File: src/rtl/rv32_pkg.sv
//------------------------------------------------------------------------------
// Module      : rv32_pkg
// Description : Shared RV32IM pipeline constants, fetch FSM states, opcodes.
// Revision    : 1.0 - initial release
//------------------------------------------------------------------------------
`default_nettype none

package rv32_pkg;

    localparam logic [31:0] NOP_INSTR            = 32'h0000_0013;
    localparam logic [31:0] RESET_VECTOR_DEFAULT = 32'h0000_0000;

    typedef enum logic [1:0] {
        ST_IDLE  = 2'd0,
        ST_FETCH = 2'd1,
        ST_HOLD  = 2'd2,
        ST_DRAIN = 2'd3
    } fetch_state_e;

    localparam logic [6:0] OPC_LUI    = 7'b0110111;
    localparam logic [6:0] OPC_AUIPC  = 7'b0010111;
    localparam logic [6:0] OPC_JAL    = 7'b1101111;
    localparam logic [6:0] OPC_JALR   = 7'b1100111;
    localparam logic [6:0] OPC_BRANCH = 7'b1100011;
    localparam logic [6:0] OPC_LOAD   = 7'b0000011;
    localparam logic [6:0] OPC_STORE  = 7'b0100011;
    localparam logic [6:0] OPC_OP_IMM = 7'b0010011;
    localparam logic [6:0] OPC_OP     = 7'b0110011;

endpackage

`default_nettype wire

File: src/rtl/instruction_fetch_stage_if_id_register.sv
//------------------------------------------------------------------------------
// Module      : if_id_register
// Description : IF/ID pipeline register with load / hold / flush-to-bubble.
// Revision    : 1.0 - initial release
//------------------------------------------------------------------------------
`default_nettype none

module if_id_register
    import rv32_pkg::*;
#(
    parameter logic [31:0] BUBBLE_INSTR = NOP_INSTR
) (
    input  logic        CLK,
    input  logic        RESET_N,
    input  logic        i_load,
    input  logic        i_flush,
    input  logic [31:0] i_pc,
    input  logic [31:0] i_instr,
    output logic [31:0] o_pc,
    output logic [31:0] o_pc_plus4,
    output logic [31:0] o_instr,
    output logic        o_valid
);

    logic [31:0] pc_q, pc_d;
    logic [31:0] pc_plus4_q, pc_plus4_d;
    logic [31:0] instr_q, instr_d;
    logic        valid_q, valid_d;

    // Flush wins over load; a bubble keeps the PC fields of the last entry.
    always_comb begin
        pc_d       = pc_q;
        pc_plus4_d = pc_plus4_q;
        instr_d    = instr_q;
        valid_d    = valid_q;
        if (i_flush) begin
            instr_d = BUBBLE_INSTR;
            valid_d = 1'b0;
        end else if (i_load) begin
            pc_d       = i_pc;
            pc_plus4_d = i_pc + 32'd4;
            instr_d    = i_instr;
            valid_d    = 1'b1;
        end
    end

    always_ff @(posedge CLK or negedge RESET_N) begin
        if (!RESET_N) begin
            pc_q       <= '0;
            pc_plus4_q <= '0;
            instr_q    <= BUBBLE_INSTR;
            valid_q    <= 1'b0;
        end else begin
            pc_q       <= pc_d;
            pc_plus4_q <= pc_plus4_d;
            instr_q    <= instr_d;
            valid_q    <= valid_d;
        end
    end

    assign o_pc       = pc_q;
    assign o_pc_plus4 = pc_plus4_q;
    assign o_instr    = instr_q;
    assign o_valid    = valid_q;

endmodule

`default_nettype wire

File: src/rtl/instruction_fetch_stage.sv
//------------------------------------------------------------------------------
// Module      : instruction_fetch_stage
// Description : RV32IM IF stage: PC, imem handshake FSM, skid buffer, IF/ID.
// Revision    : 1.0 - initial release
//------------------------------------------------------------------------------
`default_nettype none

module instruction_fetch_stage
    import rv32_pkg::*;
#(
    parameter logic [31:0] RESET_VECTOR = RESET_VECTOR_DEFAULT,
    parameter logic [31:0] NOP_INSTR    = rv32_pkg::NOP_INSTR
) (
    input  logic        CLK,
    input  logic        RESET_N,
    input  logic        STALL,
    input  logic        BRANCH_TAKEN,
    input  logic [31:0] BRANCH_TARGET,
    input  logic        IMEM_READY,
    input  logic [31:0] IMEM_RDATA,
    output logic        IMEM_READ,
    output logic [31:0] IMEM_ADDR,
    output logic [31:0] PC_ID,
    output logic [31:0] PC_PLUS4_ID,
    output logic [31:0] INSTRUCTION_ID,
    output logic        VALID_ID
);

    fetch_state_e state_q, state_d;
    logic [31:0]  pc_q, pc_d;
    logic [31:0]  skid_q, skid_d;
    logic [31:0]  drain_addr_q, drain_addr_d;
    logic         w_ifid_load;
    logic         w_ifid_flush;
    logic [31:0]  w_ifid_instr;

    always_comb begin
        state_d      = state_q;
        pc_d         = pc_q;
        skid_d       = skid_q;
        drain_addr_d = drain_addr_q;
        w_ifid_load  = 1'b0;
        w_ifid_flush = 1'b0;
        w_ifid_instr = skid_q;
        if (BRANCH_TAKEN) begin
            pc_d         = BRANCH_TARGET & ~32'h3;
            skid_d       = '0;
            w_ifid_flush = 1'b1;
            // An unanswered request must be drained at its original address.
            if (state_q == ST_FETCH && !IMEM_READY) begin
                state_d      = ST_DRAIN;
                drain_addr_d = pc_q;
            end else if (state_q == ST_DRAIN && !IMEM_READY) begin
                state_d = ST_DRAIN;
            end else begin
                state_d = ST_FETCH;
            end
        end else begin
            case (state_q)
                ST_IDLE: state_d = ST_FETCH;
                ST_FETCH: begin
                    if (IMEM_READY) begin
                        if (STALL) begin
                            skid_d  = IMEM_RDATA;
                            state_d = ST_HOLD;
                        end else begin
                            w_ifid_load  = 1'b1;
                            w_ifid_instr = IMEM_RDATA;
                            pc_d         = pc_q + 32'd4;
                        end
                    end else if (!STALL) begin
                        w_ifid_flush = 1'b1;
                    end
                end
                ST_HOLD: begin
                    if (!STALL) begin
                        w_ifid_load = 1'b1;
                        pc_d        = pc_q + 32'd4;
                        state_d     = ST_FETCH;
                    end
                end
                ST_DRAIN: begin
                    w_ifid_flush = 1'b1;
                    if (IMEM_READY) begin
                        state_d = ST_FETCH;
                    end
                end
                default: state_d = ST_IDLE;
            endcase
        end
    end

    always_ff @(posedge CLK or negedge RESET_N) begin
        if (!RESET_N) begin
            state_q      <= ST_IDLE;
            pc_q         <= RESET_VECTOR;
            skid_q       <= '0;
            drain_addr_q <= '0;
        end else begin
            state_q      <= state_d;
            pc_q         <= pc_d;
            skid_q       <= skid_d;
            drain_addr_q <= drain_addr_d;
        end
    end

    assign IMEM_READ = (state_q == ST_FETCH) || (state_q == ST_DRAIN);
    assign IMEM_ADDR = (state_q == ST_DRAIN) ? drain_addr_q : pc_q;

    if_id_register #(
        .BUBBLE_INSTR (NOP_INSTR)
    ) u_if_id (
        .CLK        (CLK),
        .RESET_N    (RESET_N),
        .i_load     (w_ifid_load),
        .i_flush    (w_ifid_flush),
        .i_pc       (pc_q),
        .i_instr    (w_ifid_instr),
        .o_pc       (PC_ID),
        .o_pc_plus4 (PC_PLUS4_ID),
        .o_instr    (INSTRUCTION_ID),
        .o_valid    (VALID_ID)
    );

endmodule

`default_nettype wire

File: config.mk
export PLATFORM = sky130hd
export DESIGN_NAME = instruction_fetch_stage
export DESIGN_NICKNAME = d
export VERILOG_FILES = /design/src/rtl/rv32_pkg.sv /design/src/rtl/instruction_fetch_stage_if_id_register.sv /design/src/rtl/instruction_fetch_stage.sv
export SDC_FILE = /design/constraint.sdc
export NUM_CORES = 1
export LEC_CHECK = 0
export CAP_MARGIN = 20
export CORE_ASPECT_RATIO = 0.7
export CORE_MARGIN = 4
export CORE_UTILIZATION = 55
export DETAILED_ROUTE_END_ITERATION = 8
export GPL_TIMING_DRIVEN = 0
export HOLD_SLACK_MARGIN = 0.15
export PLACE_DENSITY = 0.85
export SYNTH_ARGS = -nofsm -noshare
export SYNTH_HDL_FRONTEND = slang
export SYNTH_SLANG_ARGS = --single-unit
export TNS_END_PERCENT = 100
File: constraint.sdc
create_clock -name CLK -period 6.5 [get_ports CLK]
set_clock_uncertainty 0.05 [all_clocks]
set_input_delay 1.95 -clock CLK [delete_from_list [all_inputs] [get_ports CLK]]
set_output_delay 1.95 -clock CLK [all_outputs]
set_load 0.01 [all_outputs]
## After elaboration in Yosys (flattened, before gate mapping)

Index checks and enable logic that the tools add are counted.

| word-level totals | value |
|---|---|
| bits in registers | 195 |
| bits of input ports | 69 |
| output and inout port bits | 130 |
| word-level logic and storage cells | 64 |

| operators by class | value |
|---|---|
| add/subtract/negate cells | 1 |
| equal/unequal tests | 7 |
| multiplexer cells | 32 |
| bitwise logic cells | 1 |
| reductions and logical operators | 15 |

Operators by type and width:

| cell | count |
|---|---|
| 2-to-1 mux 32 bit | 14 |
| case mux 32 bit (2 select lines) | 1 |
| adder 32 x 3 -> 32 bit (second input constant) | 1 |
| 2-to-1 mux 2 bit | 7 |
| != test 3 bit (second input constant) | 4 |
| case mux 2 bit (4 select lines) | 1 |
| nonzero test 2 bit | 4 |
| 2-to-1 mux 1 bit | 7 |
| AND reduction 2 bit | 3 |
| == test 2 bit (second input constant) | 2 |
| case mux 1 bit (2 select lines) | 2 |
| AND reduction 4 bit | 1 |
| AND reduction 3 bit | 1 |
| nonzero test 3 bit | 1 |
| == test 2 x 1 -> 1 bit (second input constant) | 1 |
| logical AND 1 bit | 2 |
| logical NOT 2 bit | 1 |
| logical NOT 1 bit | 1 |
| logical OR 1 bit | 1 |
| inverter 1 bit | 1 |

## Longest topological paths before layout

Gate-level depths: netlist of the first run.

| depth | value |
|---|---|
| word-level depth | 6 |
| mapped depth | 11 |
| gate-level depth less buffers | 7 |

## Modules after synthesis

From an unflattened synthesis of the first run, not the netlist that was laid out.

| second synthesis, totals | value |
|---|---|
| cell total of the unflattened synthesis | 942 |
| area, all modules | 9291.4 µm² |

By module, submodules not included:

| module | times used | cells an instance | area an instance (µm²) | seq. area each (µm²) |
|---|---|---|---|---|
| instruction_fetch_stage | 1 | 500 | 5033.6 | 2352.3 |
| if_id_register | 1 | 442 | 4257.8 | 2381.0 |

## Worst setup path before layout of the first run

Ideal clock, no wire load.

| timing path | value |
|---|---|
| path type | register to output |
| start | reg state_q[1] |
| end | out IMEM_ADDR[10] |
| arrival time | 1515 ps |
| data required time | 4500 ps |
| slack | 2985 ps |
| stages on the path, launching flop included | 5 |
| path buffers | 2 |
| cells stage by stage | dfrtp_1 > ha_1 > clkbuf_1 > buf_1 > mux2_2 |

| between the ends | value |
|---|---|
| longest elaborated chain between the ends | 2 |

RTL lines:

| what | RTL line | text |
|---|---|---|
| start: declaration | instruction_fetch_stage.sv:29 | `fetch_state_e state_q, state_d;` |
| start signal: assignment | instruction_fetch_stage.sv:100 | `state_q <= state_d;` |
| == test 2 bit | instruction_fetch_stage.sv:108 | `assign IMEM_ADDR = (state_q == ST_DRAIN) ? drain_addr_q : pc_q;` |
| 2-to-1 mux 32 bit | instruction_fetch_stage.sv:108 |  |
| end: declaration | instruction_fetch_stage.sv:22 | `output logic [31:0] IMEM_ADDR,` |

Every way passes these cells.

## Worst setup path in the final report of the first run

| timing path | value |
|---|---|
| start | reg state_q[1] |
| end | out IMEM_ADDR[8] |

The elaborated chain is that of the path after synthesis.

==> summary.txt, run 1 <==
Outcome
  • Status: completed

Clock network
  • CTS clk-pin slew, worst paths: about 70 ps
  • CTS tree: yes
  • CTS H-tree lvls: 4
  • Clock Root Buffer: clkbuf_16
  • Worst-skew pair later-pin latency: 430 ps
  • Cts hold-fix bufs: 0
  • Deepest clock path buffer count: 2
  • Clock Sinks: 187
  • Setup bufs post-CTS: 0
  • CTS resizes: 0
  • Cts bufs inserted: 17

Global route
  • GRT overflow: 0
  • GRT Total Usage: 27.2%
  • Global-route wire length before repair: roughly 39000 microns
  • Vias in the first global route: between 7000 and 8000
  • Largest net degree at the start of global routing: slightly below 100
  • Initial antenna violation count: 1

STA
  • Worst slew pin tran: 790 ps
  • Final period util: between 70% and 80%
  • Slew Limit Fails: 0
  • Tmin final: roughly 4900 ps
  • F_max: slightly above 200 MHz
  • Final Hold Fails: 0
  • Slew margin rel.: 47.3%
  • Final WS setup: approximately 1600 ps
  • Finish-stage setup viols: 0
  • RSZ-0062 raised after global routing: no

Logic synthesis
  • Area share of the largest cell type after synthesis: between 50% and 60%
  • Top-count cell post-synth: dfrtp_1
  • Count of flip-flops with a built-in enable after synthesis: 0
  • #FFs+latches synth: roughly 190
  • Yosys Warn Count: 0
  • Synth area leader: dfrtp_1
  • Asr flop ratio synth: 100%
  • Top post-synthesis cells by count: dfrtp_1, nand2_1, mux2_2, o21ai_0, nor2_1
  • Syn Area/Cell: roughly 11 sq um
  • Post-synthesis sequential area ratio: between 50% and 60%
  • Synthesized area: 8910 sq um
  • Ys flop type: dfrtp_1
  • Synth top area cells: dfrtp_1, mux2_2, nand2_1, mux2i_1, a22o_1
  • Cells after Synth: 839
  • Unique cell type count in the Yosys netlist: 57

Die
  • Core Area: around 16000 sq um
  • # IOs: 199
  • Die height: around 110 microns
  • Full die area: 18300 sq um
  • Initial cell density of the core: between 50% and 60%
  • DIE WIDTH: between 150 and 200 microns
  • Num rows: 38

Placement
  • DP HPWL: around 18000 microns
  • Area after DPL: 11100 sq um
  • Port bufs: 189
  • # placed instances: ~1200
  • Placer Congestion: 0.899
  • DP Worst Slack: around 2000 ps

Routing
  • M1 WL: around 12000 microns
  • Met3 Wirelength: about 2200 microns
  • Initial DRC count: about 590
  • Vias per cell: around 5.8
  • Max Used Layer: met4
  • Routed via count: 7326
  • Final wirelength: about 25000 microns
  • Final ANT Viol Nets: 0
  • # DRC: 0
  • Avg WL per Cell: between 15 and 20 microns
  • DR WL met2: ~11000 microns
  • DR pass1 iterations: 6

Critical path
  • Worst setup path category: flop to output pin
  • WP data arrival: 2920 ps
  • Critical-path cell list: ha_1 > clkbuf_1 > buf_1 > mux2_2 > clkdlybuf4s50_1
  • Element type at the critical path start: flop
  • Slowest cell on the critical path: buf_1
  • Worst-path fanout max: 10
  • CP Capture Type: output pin
  • Slowest stage delay, CP: 650 ps
  • Bufs and invs on worst path: 3
  • Crit path max-delay family: buffers and inverters
  • Data required time of the worst path: ~4500 ps

Cells and area
  • Design area: around 12000 sq um
  • Post-Layout Cell Count: 1267
  • Nets@finish: ~1100
  • Layout cells sized above 1: ~15%
  • Synth-to-Final Area Change: 30.9%

Power and ir drop
  • P per Cell Area: between 300 and 400 nW/um^2
  • Max IR drop VDD: 225 uV
  • Leakage: between 5 and 6 nW

Flow run
  • # Max-Cap Violations: 0

Min path
  • Min-Delay Path Class: flop to flop
[sequential cells by signal, summed over array words and instances (netlist names)]
name / cells
drain_addr_q: 30
pc_q: 30
skid_q: 32
state_q: 2
u_if_id.o_instr: 32
u_if_id.o_pc: 30
u_if_id.o_pc_plus4: 30
u_if_id.o_valid: 1
[report_power, final]
part           switching, W  internal, W  leakage [nW]
logic              0.000740     0.000859          2.34
clock network      0.000493     0.000508         0.278
registers          0.000198      0.00149          2.43
total               0.00143      0.00285          5.05
[path summary, 6_finish.rpt]
kind                       cells after the start                  to             start  slack [ps]
setup / recovery                               5        IMEM_ADDR[8]        state_q[1]        1580
hold / removal                                 2    u_if_id.o_pc[24]  u_if_id.o_pc[24]         420
setup reg to reg                               8            pc_q[12]        state_q[1]        3840
hold reg to reg                                2    u_if_id.o_pc[24]  u_if_id.o_pc[24]         420
max in group asynchronous                      2  u_if_id.o_instr[4]           RESET_N        4000
min in group asynchronous                      1     u_if_id.o_pc[4]           RESET_N        1450
[metrics by stage]
| step | hold slack (ps) | util (%) | setup TNS, ps | power [W] |
|---|---|---|---|---|
| floorplan | 400 | - | 0 | 0.00243 |
| global placement | 408 | 70.5 | -783720 | 0.00324 |
| detailed placement | 413 | 70.7 | 0 | 0.00329 |
| CTS | 432 | 74.3 | 0 | 0.00429 |
| global route | 449 | 74.3 | 0 | 0.00449 |
| finish | 425 | 74.3 | 0 | 0.00429 |
[worst reg2reg max path: cells and delay by family, from the launching register on]
family / cells / cell delay, ps
multiplexers: 1 / 150
flip-flops: 1 / 420
AO/OA/AOI/OAI: 2 / 480
buffers and inverters: 3 / 670
AND/OR/NAND/NOR: 1 / 600
adder cells (fa/ha/maj): 1 / 170
[cell usage in the layout (no fill, tap or decap), types with 17 or more instances in the layout]
cell,count
mux2_2,59
xor2_1,27
dfrtp_1,184
clkdlybuf4s50_1,188
a211oi_1,29
nand3_1,19
nand2_1,158
mux2i_1,33
clkbuf_16,17
a22o_1,33
nor2_1,45
clkbuf_1,30
buf_2,27
o21ai_0,49
[routing by layer]
metal / track usage [%] / up-vias
li1: - / 3329
met1: 41.6 / 3598
met2: 39.3 / 365
met3: 5.69 / 34
met4: 7.79 / 0
met5: 0 / -
[kinds of logic after synthesis]
family	share of synthesized area (%)
muxes	11.2
DFF	52.6
adders and majority gates	0.562
xor gates and xnor gates	4.23
and+or+nand+nor	14.5
AOI/OAI and AO/OA	11.5
buffers and inverters	5.44
other	0.0421
[area by class of cell]
type,instances,area [sq um]
clock buffer,18,429
inverter,10,37.5
antenna,1,2.50
buffer,81,447
clock inverter,14,130
tap,200,250
timing repair buffer,190,1920
fill,1086,4030
multi-input combinational,566,3760
sequential,187,4680
(Power assumes the default switching activity.)
==> inputs of run 2 (changes only) <==
--- a/config.mk
+++ b/config.mk
@@ -8,11 +8,11 @@
 export CAP_MARGIN = 20
 export CORE_ASPECT_RATIO = 0.7
 export CORE_MARGIN = 4
-export CORE_UTILIZATION = 55
+export CORE_UTILIZATION = 51
 export DETAILED_ROUTE_END_ITERATION = 8
 export GPL_TIMING_DRIVEN = 0
 export HOLD_SLACK_MARGIN = 0.15
-export PLACE_DENSITY = 0.85
+export PLACE_DENSITY = 0.8
 export SYNTH_ARGS = -nofsm -noshare
 export SYNTH_HDL_FRONTEND = slang
 export SYNTH_SLANG_ARGS = --single-unit
==> constraint.sdc (replaced) <==
create_clock -name CLK -period 4.7 [get_ports CLK]
set_clock_uncertainty 0.05 [all_clocks]
set_input_delay 1.41 -clock CLK [delete_from_list [all_inputs] [get_ports CLK]]
set_output_delay 1.41 -clock CLK [all_outputs]
set_load 0.01 [all_outputs]
==> summary.txt, run 2 (same netlist as run 1, synthesis figures left out) <==
Outcome
  • Status: completed

Clock network
  • CTS H-tree lvls: 4 (unchanged)
  • Cts bufs inserted: 17 (unchanged)
  • Cts hold-fix bufs: 0 (unchanged)
  • Deepest clock path buffer count: 2 (unchanged)
  • Setup bufs post-CTS: 0 (unchanged)
  • Clock Sinks: 187 (unchanged)
  • Clock Root Buffer: clkbuf_16
  • Worst-skew pair later-pin latency: 430 ps (about the same)
  • CTS resizes: 0 (unchanged)
  • CTS tree: yes
  • CTS clk-pin slew, worst paths: 70 ps (about the same)

Global route
  • GRT overflow: 0 (unchanged)
  • Global-route wire length before repair: 39900 microns (+1.8%)
  • Largest net degree at the start of global routing: 109 (+10%)
  • Vias in the first global route: 7214 (+0.95%)
  • GRT Total Usage: 25.4% (-1.8 points)
  • Initial antenna violation count: 0 (-1)

Placement
  • Placer Congestion: 0.885 (-1.6%)
  • Port bufs: 189 (unchanged)
  • Area after DPL: 11100 sq um (+0.35%)
  • DP HPWL: 17900 microns (about the same)

Power and ir drop
  • Seq pwr share: 39.0% (-0.3 points)
  • Comb power frac: 36.9% (-0.4 points)
  • Sw power: 0.00193 W (+35%)
  • Sw frac: 32.3% (-1.1 points)
  • P per Cell Area: 510 nW/um^2 (+39%)
  • Leakage: 5.05 nW (about the same)
  • Clk pwr share: 24.1% (+0.7 points)
  • P_int: 0.00405 W (+42%)
  • Max IR drop VDD: 308 uV (+37%)

Critical path
  • WP data arrival: 2870 ps (-50 ps)
  • Element type at the critical path start: flop
  • CP Capture Type: output pin
  • Data required time of the worst path: 3240 ps (-1260 ps)
  • Worst-path fanout max: 10 (unchanged)
  • Worst setup path category: flop to output pin

Flow run
  • # Max-Cap Violations: 0 (unchanged)

Cells and area
  • Nets@finish: 1126 (unchanged)
  • Commonest non-fill, non-tap cell in the layout: clkdlybuf4s50_1
  • Multi-input logic area: 3760 sq um (unchanged)
  • Ant diodes: 0 (-1)
  • Finished Core Util: 68.3% (-6.0 points)
  • Storage element area: 4680 sq um (unchanged)
  • Layout cells sized above 1: 15.0% (-0.094 points)
  • Most frequent cells in the layout: clkdlybuf4s50_1, dfrtp_1, nand2_1
  • Design area: 11700 sq um (+0.53%)
  • Synth-to-Final Area Change: 31.6%
  • Number of fillers in the final layout: 1333 (+23%)

Min path
  • Min-Delay Path Class: flop to flop

Die
  • # IOs: 199 (unchanged)
  • Num rows: 40 (+5.3%)
  • DIE WIDTH: 166 microns (+3.7%)
  • Core Area: 17200 sq um (+9.4%)
  • Full die area: 19700 sq um (+7.4%)
  • Initial cell density of the core: 51.9% (-4.9 points)
  • Die height: 119 microns (+3.6%)

Routing
  • # DRC: 0 (unchanged)
  • Initial DRC count: 724 (+24%)
  • Final wirelength: 24900 microns (+0.11%)
  • Routed via count: 7189 (-1.9%)
  • DR pass1 iterations: 6 (unchanged)
  • Vias per cell: 5.54 (-4.1%)
  • Final ANT Viol Nets: 0 (unchanged)
  • Avg WL per Cell: 19.2 microns (-2.2%)

STA
  • F_max: about 230 MHz
  • Final Hold Fails: 0 (unchanged)
  • RSZ-0062 raised after global routing: no
  • Tmin final: roughly 4300 ps
  • Finish-stage setup viols: 0 (unchanged)
  • Slew margin rel.: 52.3% (+5.0 points)
  • Slew Limit Fails: 0 (unchanged)
  • Min Hold Slack: 431 ps (+5.64 ps)
  • Setup TNS: 0 ps (unchanged)
  • Worst slew pin tran: 713 ps (-77.6 ps)
  • Final period util: slightly above 90%
-- run 2: final cells by class --
type	instances	share of cell area [%]
Sequential cell	187	40.0
Multi-Input combinational cell	566	32.1
Timing Repair Buffer	190	16.4
Clock buffer	20	3.81
Buffer	81	3.81
Tap cell	231	2.47
Clock inverter	12	1.17
Inverter	10	0.320
-- run 2: worst max-delay path, cell delays in order, from the launching register on --
cell             delay (ps)
dfrtp_1                 410
ha_1                    170
clkbuf_1                370
buf_1                   590
mux2_2                  430
clkdlybuf4s50_1         490
-- run 2: power groups by stage --
| stage | Clock, W | Sequential [W] | Combinational [W] |
|---|---|---|---|
| 3_5_place_dp | 0 | 0.00235 | 0.00221 |
| 2_1_floorplan | 0 | 0.00241 | 0.000948 |
| 4_1_cts | 0.00146 | 0.00233 | 0.00222 |
| 5_1_grt | 0.00154 | 0.00238 | 0.00239 |
| 3_3_place_gp | 0 | 0.00234 | 0.00216 |
| 6_report | 0.00144 | 0.00233 | 0.00221 |
-- run 2: through the flow --
stage,setup WS [ps],instances,total power [W]
after floorplan,1720,844,0.00336
after global placement,-5580,1264,0.00450
after detailed placement,770,1265,0.00456
after CTS,298,1297,0.00600
after global routing,259,1297,0.00631
final,369,1297,0.00598
-- run 2: path summary, 6_finish.rpt --
kind	startpoint	endpoint	slack (ps)	cells after the start
max	state_q[1]	IMEM_ADDR[14]	370	5
min	u_if_id.o_pc[29]	u_if_id.o_pc[29]	430	2
max reg2reg	pc_q[2]	pc_q[26]	2110	6
min reg2reg	u_if_id.o_pc[29]	u_if_id.o_pc[29]	430	2
max in group asynchronous	RESET_N	pc_q[20]	2740	2
min in group asynchronous	RESET_N	u_if_id.o_pc[2]	900	1
-- run 2: metal layers --
| layer | share of wire [%] | GRT usage [%] |
|---|---|---|
| met5 | 0 | 0 |
| met4 | 1.2 | 5.15 |
| met3 | 7.7 | 6.22 |
| met2 | 43 | 36.7 |
| met1 | 48 | 38.8 |
